[src/rtl/exec_pkg.sv]
// Shared constants for the exec_alu slice: opcodes, instruction classes,
// FSM state encoding and flag bit positions.
package exec_pkg;

  localparam logic [1:0] IDEN_ALU = 2'b01;

  typedef enum logic [3:0] {
    OP_LOAD  = 4'b0000,
    OP_ADD   = 4'b0001,
    OP_SUB   = 4'b0010,
    OP_SHL   = 4'b0011,
    OP_SHR   = 4'b0100,
    OP_MUL   = 4'b0101,
    OP_MOVR  = 4'b0110,
    OP_STORE = 4'b1111
  } opcode_e;

  typedef enum logic {
    ST_IDLE = 1'b0,
    ST_MUL  = 1'b1
  } state_e;

  localparam int unsigned FLAG_Z = 0;
  localparam int unsigned FLAG_C = 1;
  localparam int unsigned FLAG_N = 2;

endpackage

[src/rtl/exec_mul.sv]
// Iterative shift-add multiplier, one multiplier bit per cycle.
// done/product/overflow are valid combinationally during the final iteration.
module exec_mul
  import exec_pkg::*;
#(
  parameter int unsigned DATA_W = 16
) (
  input  logic              clk,
  input  logic              rst,
  input  logic              start,
  input  logic [DATA_W-1:0] a,
  input  logic [DATA_W-1:0] b,
  output logic              busy,
  output logic              done,
  output logic [DATA_W-1:0] product,
  output logic              overflow
);

  localparam int unsigned CNT_W = $clog2(DATA_W);

  logic [2*DATA_W-1:0] mcand;
  logic [2*DATA_W-1:0] acc;
  logic [2*DATA_W-1:0] acc_next;
  logic [DATA_W-1:0]   mplier;
  logic [CNT_W-1:0]    cnt;

  always_comb begin
    acc_next = acc;
    if (mplier[0]) acc_next = acc + mcand;
  end

  always_ff @(posedge clk) begin
    if (rst) begin
      busy   <= 1'b0;
      cnt    <= '0;
      acc    <= '0;
      mcand  <= '0;
      mplier <= '0;
    end else if (start && !busy) begin
      busy   <= 1'b1;
      cnt    <= '0;
      acc    <= '0;
      mcand  <= {{DATA_W{1'b0}}, a};
      mplier <= b;
    end else if (busy) begin
      acc    <= acc_next;
      mcand  <= mcand << 1;
      mplier <= mplier >> 1;
      cnt    <= cnt + 1'b1;
      if (cnt == CNT_W'(DATA_W - 1)) busy <= 1'b0;
    end
  end

  // Final product is taken from acc_next so the result lands on the edge BUSY falls.
  assign done     = busy && (cnt == CNT_W'(DATA_W - 1));
  assign product  = acc_next[DATA_W-1:0];
  assign overflow = |acc_next[2*DATA_W-1:DATA_W];

endmodule

[src/rtl/exec_alu.sv]
// Single-issue execute unit with accumulator AR and registered RESULT/FLAGS.
// Optional iterative multiplier compiled in only with EXEC_ALU_MUL_EN defined.
module exec_alu
  import exec_pkg::*;
#(
  parameter int unsigned DATA_W = 16,
  parameter int unsigned ADDR_W = 16
) (
  input  logic              CLK,
  input  logic              RST,
  input  logic              START,
  input  logic [1:0]        IDEN,
  input  logic [3:0]        OPCODE,
  input  logic [DATA_W-1:0] OPERAND,
  output logic              BUSY,
  output logic              DONE,
  output logic [DATA_W-1:0] RESULT,
  output logic [2:0]        FLAGS,
  output logic [ADDR_W-1:0] STORE_ADDR,
  output logic              STORE_VALID,
  output logic              ERR
);

  logic [DATA_W-1:0] ar, ar_n, res_n, r;
  logic [2:0]        flags_n;
  logic [ADDR_W-1:0] sa_n;
  logic              done_n, sv_n, err_n, c, upd;

`ifdef EXEC_ALU_MUL_EN
  state_e            state, state_n;
  logic              mul_go, mul_done, mul_ovf;
  logic [DATA_W-1:0] mul_prod;

  exec_mul #(.DATA_W(DATA_W)) u_mul (
    .clk      (CLK),
    .rst      (RST),
    .start    (mul_go),
    .a        (ar),
    .b        (OPERAND),
    .busy     (BUSY),
    .done     (mul_done),
    .product  (mul_prod),
    .overflow (mul_ovf)
  );

  always_ff @(posedge CLK) begin
    if (RST) state <= ST_IDLE;
    else     state <= state_n;
  end
`else
  assign BUSY = 1'b0;
`endif

  always_comb begin
    ar_n    = ar;
    res_n   = RESULT;
    flags_n = FLAGS;
    sa_n    = STORE_ADDR;
    done_n  = 1'b0;
    sv_n    = 1'b0;
    err_n   = 1'b0;
    r       = '0;
    c       = 1'b0;
    upd     = 1'b0;
`ifdef EXEC_ALU_MUL_EN
    state_n = state;
    mul_go  = 1'b0;
    // START is deliberately not examined while the multiplier runs.
    if (state == ST_MUL) begin
      if (mul_done) begin
        state_n = ST_IDLE;
        r       = mul_prod;
        c       = mul_ovf;
        upd     = 1'b1;
        done_n  = 1'b1;
      end
    end else
`endif
    if (START) begin
      done_n = 1'b1;
      if (IDEN == IDEN_ALU) begin
        case (OPCODE)
          OP_LOAD:  ar_n = OPERAND;
          OP_ADD:   begin {c, r} = {1'b0, ar} + {1'b0, OPERAND}; upd = 1'b1; end
          OP_SUB:   begin {c, r} = {1'b0, ar} - {1'b0, OPERAND}; upd = 1'b1; end
          OP_SHL:   begin c = ar[DATA_W-1]; r = ar << 1; upd = 1'b1; end
          OP_SHR:   begin c = ar[0];        r = ar >> 1; upd = 1'b1; end
`ifdef EXEC_ALU_MUL_EN
          OP_MUL:   begin state_n = ST_MUL; mul_go = 1'b1; done_n = 1'b0; end
`endif
          OP_MOVR:  ar_n = RESULT;
          OP_STORE: begin sa_n = RESULT[ADDR_W-1:0]; sv_n = 1'b1; end
          default:  begin r = '0; c = 1'b0; upd = 1'b1; err_n = 1'b1; end
        endcase
      end else begin
        r   = OPERAND;
        upd = 1'b1;
      end
    end
    if (upd) begin
      res_n           = r;
      flags_n[FLAG_N] = r[DATA_W-1];
      flags_n[FLAG_C] = c;
      flags_n[FLAG_Z] = (r == '0);
    end
  end

  always_ff @(posedge CLK) begin
    if (RST) begin
      ar          <= '0;
      RESULT      <= '0;
      FLAGS       <= '0;
      STORE_ADDR  <= '0;
      DONE        <= 1'b0;
      STORE_VALID <= 1'b0;
      ERR         <= 1'b0;
    end else begin
      ar          <= ar_n;
      RESULT      <= res_n;
      FLAGS       <= flags_n;
      STORE_ADDR  <= sa_n;
      DONE        <= done_n;
      STORE_VALID <= sv_n;
      ERR         <= err_n;
    end
  end

endmodule

[config.mk]
export PLATFORM = sky130hd
export DESIGN_NAME = exec_alu
export DESIGN_NICKNAME = d
export VERILOG_FILES = /design/src/rtl/exec_pkg.sv /design/src/rtl/exec_mul.sv /design/src/rtl/exec_alu.sv
export SDC_FILE = /design/constraint.sdc
export NUM_CORES = 1
export LEC_CHECK = 0
export CORE_MARGIN = 1.5
export CORE_UTILIZATION = 32
export CTS_CLUSTER_DIAMETER = 30
export DETAILED_ROUTE_END_ITERATION = 8
export SLEW_MARGIN = 10
export SYNTH_ARGS = -nofsm -noshare
export SYNTH_HDL_FRONTEND = slang
export SYNTH_HIERARCHICAL = 1
export SYNTH_SLANG_ARGS = --single-unit
[constraint.sdc]
create_clock -name CLK -period 9.4 [get_ports CLK]
set_input_delay 1.88 -clock CLK [delete_from_list [all_inputs] [get_ports CLK]]
set_output_delay 1.88 -clock CLK [all_outputs]
set_load 0.05 [all_outputs]
==> results.sh <==
export IMPL_outcome="complete, no violations"
export IMPL_die_h_um=120
export IMPL_yosysUniqueCellTypes=74
export IMPL_dr_first_iter_drc_count=444
export IMPL_grt_max_degree=56
export IMPL_synth_ff_type="dfxtp_1"
export IMPL_io_buffers=62
export IMPL_via_count=4696
export IMPL_yosysTopAreaCell="dfxtp_1"
export IMPL_slew_viol_final=0
export IMPL_setup_viol=0
export IMPL_hold_violations=0
export IMPL_synth_area_leaders="dfxtp_1 24%, ha_1 9.4%, a21oi_1 9.2%, nand2_1 5.8%, nor2_1 5.2%"
export IMPL_final_nets=691
export IMPL_final_cell_area_sq_um=5290
export IMPL_min_from="STORE_ADDR[1]$_SDFFE_PP0P_"
export IMPL_grt_pass1_wl_mm=23.6
export IMPL_cts_made_buffers=5
export IMPL_synth_area_per_cell_sq_um=7.29
export IMPL_fmax_mhz=191
export IMPL_multi_input_area_sq_um=3050
export IMPL_crit_buf_inv=2
export IMPL_synth_top_cell_area_share_pct=24.1
export IMPL_clk_pin_slew_ns=0.07
export IMPL_crit_start="OPERAND[0]"
export IMPL_num_fill_cells=1411
export IMPL_grt_util_met2_pct=30.5
export IMPL_post_synth_top_count_cell="a21oi_1"
export IMPL_core_area_sq_um=13300
export IMPL_firstDrtPassIters=7
export IMPL_grt_usage_pct=20.2
export IMPL_wl_per_cell_um=18.0
export IMPL_grt_pass1_vias=4321
export IMPL_start_kind="input port"
export IMPL_overflow=0
export IMPL_maxCapViolCount=0
export IMPL_synthCells=603
export IMPL_layout_drive_gt1_share_pct=5.39
export IMPL_totalWireLength_mm=14.5
export IMPL_dp_hpwl_mm=10.9
export IMPL_path_cells="clkdlybuf4s50_1 > ha_1 > inv_1 > fa_1 > o21bai_1 > a21oi_1 > o21ai_1 > a31o_2 > nor3_1 > a311oi_1 > a211oi_1 > or4_1 > o31ai_1"
export IMPL_cts_buffer_depth=2
export IMPL_timing_rr_start="ar[0]$_SDFFE_PP0P_"
export IMPL_worstMarginPinSlew_ns=0.990
export IMPL_critPathSlowestCell="clkdlybuf4s50_1"
export IMPL_cts_setup_buffers=0
export IMPL_synth_edf_count=0
export IMPL_worstSetupPathType="input port to register"
export IMPL_gp_congestion=0.938
export IMPL_die_width_um=120
export IMPL_synth_common_cells="81 x a21oi_1, 68 x nand2_1, 61 x nor2_1"
export IMPL_drc=0
export IMPL_cts_tree="yes"
export IMPL_rsz0062_at_grt="false"
export IMPL_insertion_delay_ns=0.29
export IMPL_htree_levels=2
export IMPL_critical_path_max_fanout=6
export IMPL_antenna_left=0
export IMPL_path_delay_family="compound AO/OA/AOI/OAI gates"
export IMPL_cts_root_buf="clkbuf_16"
export IMPL_grtUsageMet3_pct=2.36
export IMPL_synthArstFlopShare_pct=0
export IMPL_busiest_layer="met1"
export IMPL_min_path_type="register to register"
export IMPL_io_pins=64
export IMPL_row_count=42
export IMPL_cpPeakStageDelay_ns=0.63
export IMPL_worstSetupEndpointType="register"
export IMPL_ys_warn_count=6
export IMPL_cts_repair_resized=0
export IMPL_post_drt_via_cell_ratio=5.82
export IMPL_min_period_ns=5.24
export IMPL_ys_seq_area_share_pct=24.1
export IMPL_setup_tns_ns=0
export IMPL_mappedNetlistArea_sq_um=4400
export IMPL_syn_num_nets=663
export IMPL_cp_arrival_ns=5.45
export IMPL_area_delta_synth_final_pct=20.2
export IMPL_antenna_found_initial=0
export IMPL_slew_headroom_pct=33.7
export IMPL_antenna_cells=0
export IMPL_skew_ns=0.00649
export IMPL_hold_buffers=0
export IMPL_synth_seq_cells=53
export IMPL_crit_required_ns=9.61
export IMPL_clock_sinks=53
export IMPL_p_leak_nw=1.94
export IMPL_area_sequential_sq_um=1060
export IMPL_place_area_sq_um=5130
export IMPL_grtUsageMet1_pct=30.5
export IMPL_period_share_pct=55.7
export IMPL_power_density_nw_per_um2=110
export IMPL_initial_core_util_pct=32.9
export IMPL_irDropWorstVdd_v=0.0000856
export IMPL_die_area_sq_um=14500
path summary, 6_finish.rpt:
path	to	slack, ns	cells past startpoint
setup reg to reg	FLAGS[0]$_SDFFE_PP0P_	5.81	12
hold reg to reg	STORE_ADDR[1]$_SDFFE_PP0P_	0.46	2
hold / removal	STORE_ADDR[1]$_SDFFE_PP0P_	0.46	2
setup / recovery	FLAGS[0]$_SDFFE_PP0P_	4.16	13
metrics by stage:
step	std cells	power (mW)	hold slack [ns]	utilization, %	worst slack, ns
floorplan	603	0.333	0.516	-	4.91
global placement	800	0.380	0.442	38.4	4.00
detailed placement	800	0.380	0.449	38.4	3.93
CTS	807	0.584	0.458	39.6	4.23
global route	807	0.606	0.478	39.6	3.98
finish	807	0.579	0.457	39.6	4.16
metal layers:
layer  wire length, um  part of all wire [%]
met4               172                   1.2
met5                 0                     0
met1              7000                    48
met3              1030                   7.1
met2              6330                    44
flip-flops by register name, indices dropped and copies added (netlist names):
name         cells
STORE_VALID      1
ar              16
FLAGS            2
STORE_ADDR      16
RESULT          16
ERR              1
DONE             1
layout by cell type, fill, tap and decap left out, drive strengths merged, types with 17 or more instances in the layout:
cell	n
a211oi	25
a21oi	83
clkdlybuf4s50	61
dfxtp	53
ha	33
inv	32
nand2	68
nor2	61
nor3	17
o21ai	19
final cells by class:
| type | count | share of cell area [%] |
|---|---|---|
| Sequential cell | 53 | 20.1 |
| Clock buffer | 5 | 2.37 |
| Timing Repair Buffer | 70 | 12.8 |
| Tap cell | 176 | 4.17 |
| Clock inverter | 2 | 0.663 |
| Inverter | 32 | 2.27 |
| Multi-Input combinational cell | 469 | 57.7 |
worst register-to-register path, cell delays in order, from the launching register on:
cell and delay (ns):
dfxtp_1 0.50, inv_1 0.11, ha_1 0.21, fa_1 0.41, nor2b_1 0.24, o2111ai_1 0.18, a21o_1 0.25, a31oi_1 0.36
o21a_1 0.21, o311a_1 0.16, a211oi_1 0.13, or4_1 0.53, o31ai_1 0.23
kinds of logic (layout without fill, tap and decap cells):
kind of cell	Yosys count	count (layout)	synth area share [%]
adder cells (fa/ha/maj)	35	35	10.3
AO/OA/AOI/OAI	217	217	33.4
XOR/XNOR	7	7	1.39
other	1	1	0.0853
flip-flops	53	53	24.1
multiplexers	1	1	0.228
buffers and inverters	81	109	7.63
AND/OR/NAND/NOR	208	208	22.9
where the power goes:
part           switching (mW)  total [mW]  internal (mW)
logic                  0.0902       0.140         0.0501
registers             0.00688       0.237          0.230
clock network          0.0781       0.202          0.124
total                   0.175       0.579          0.404
(Power assumes the default switching activity.)
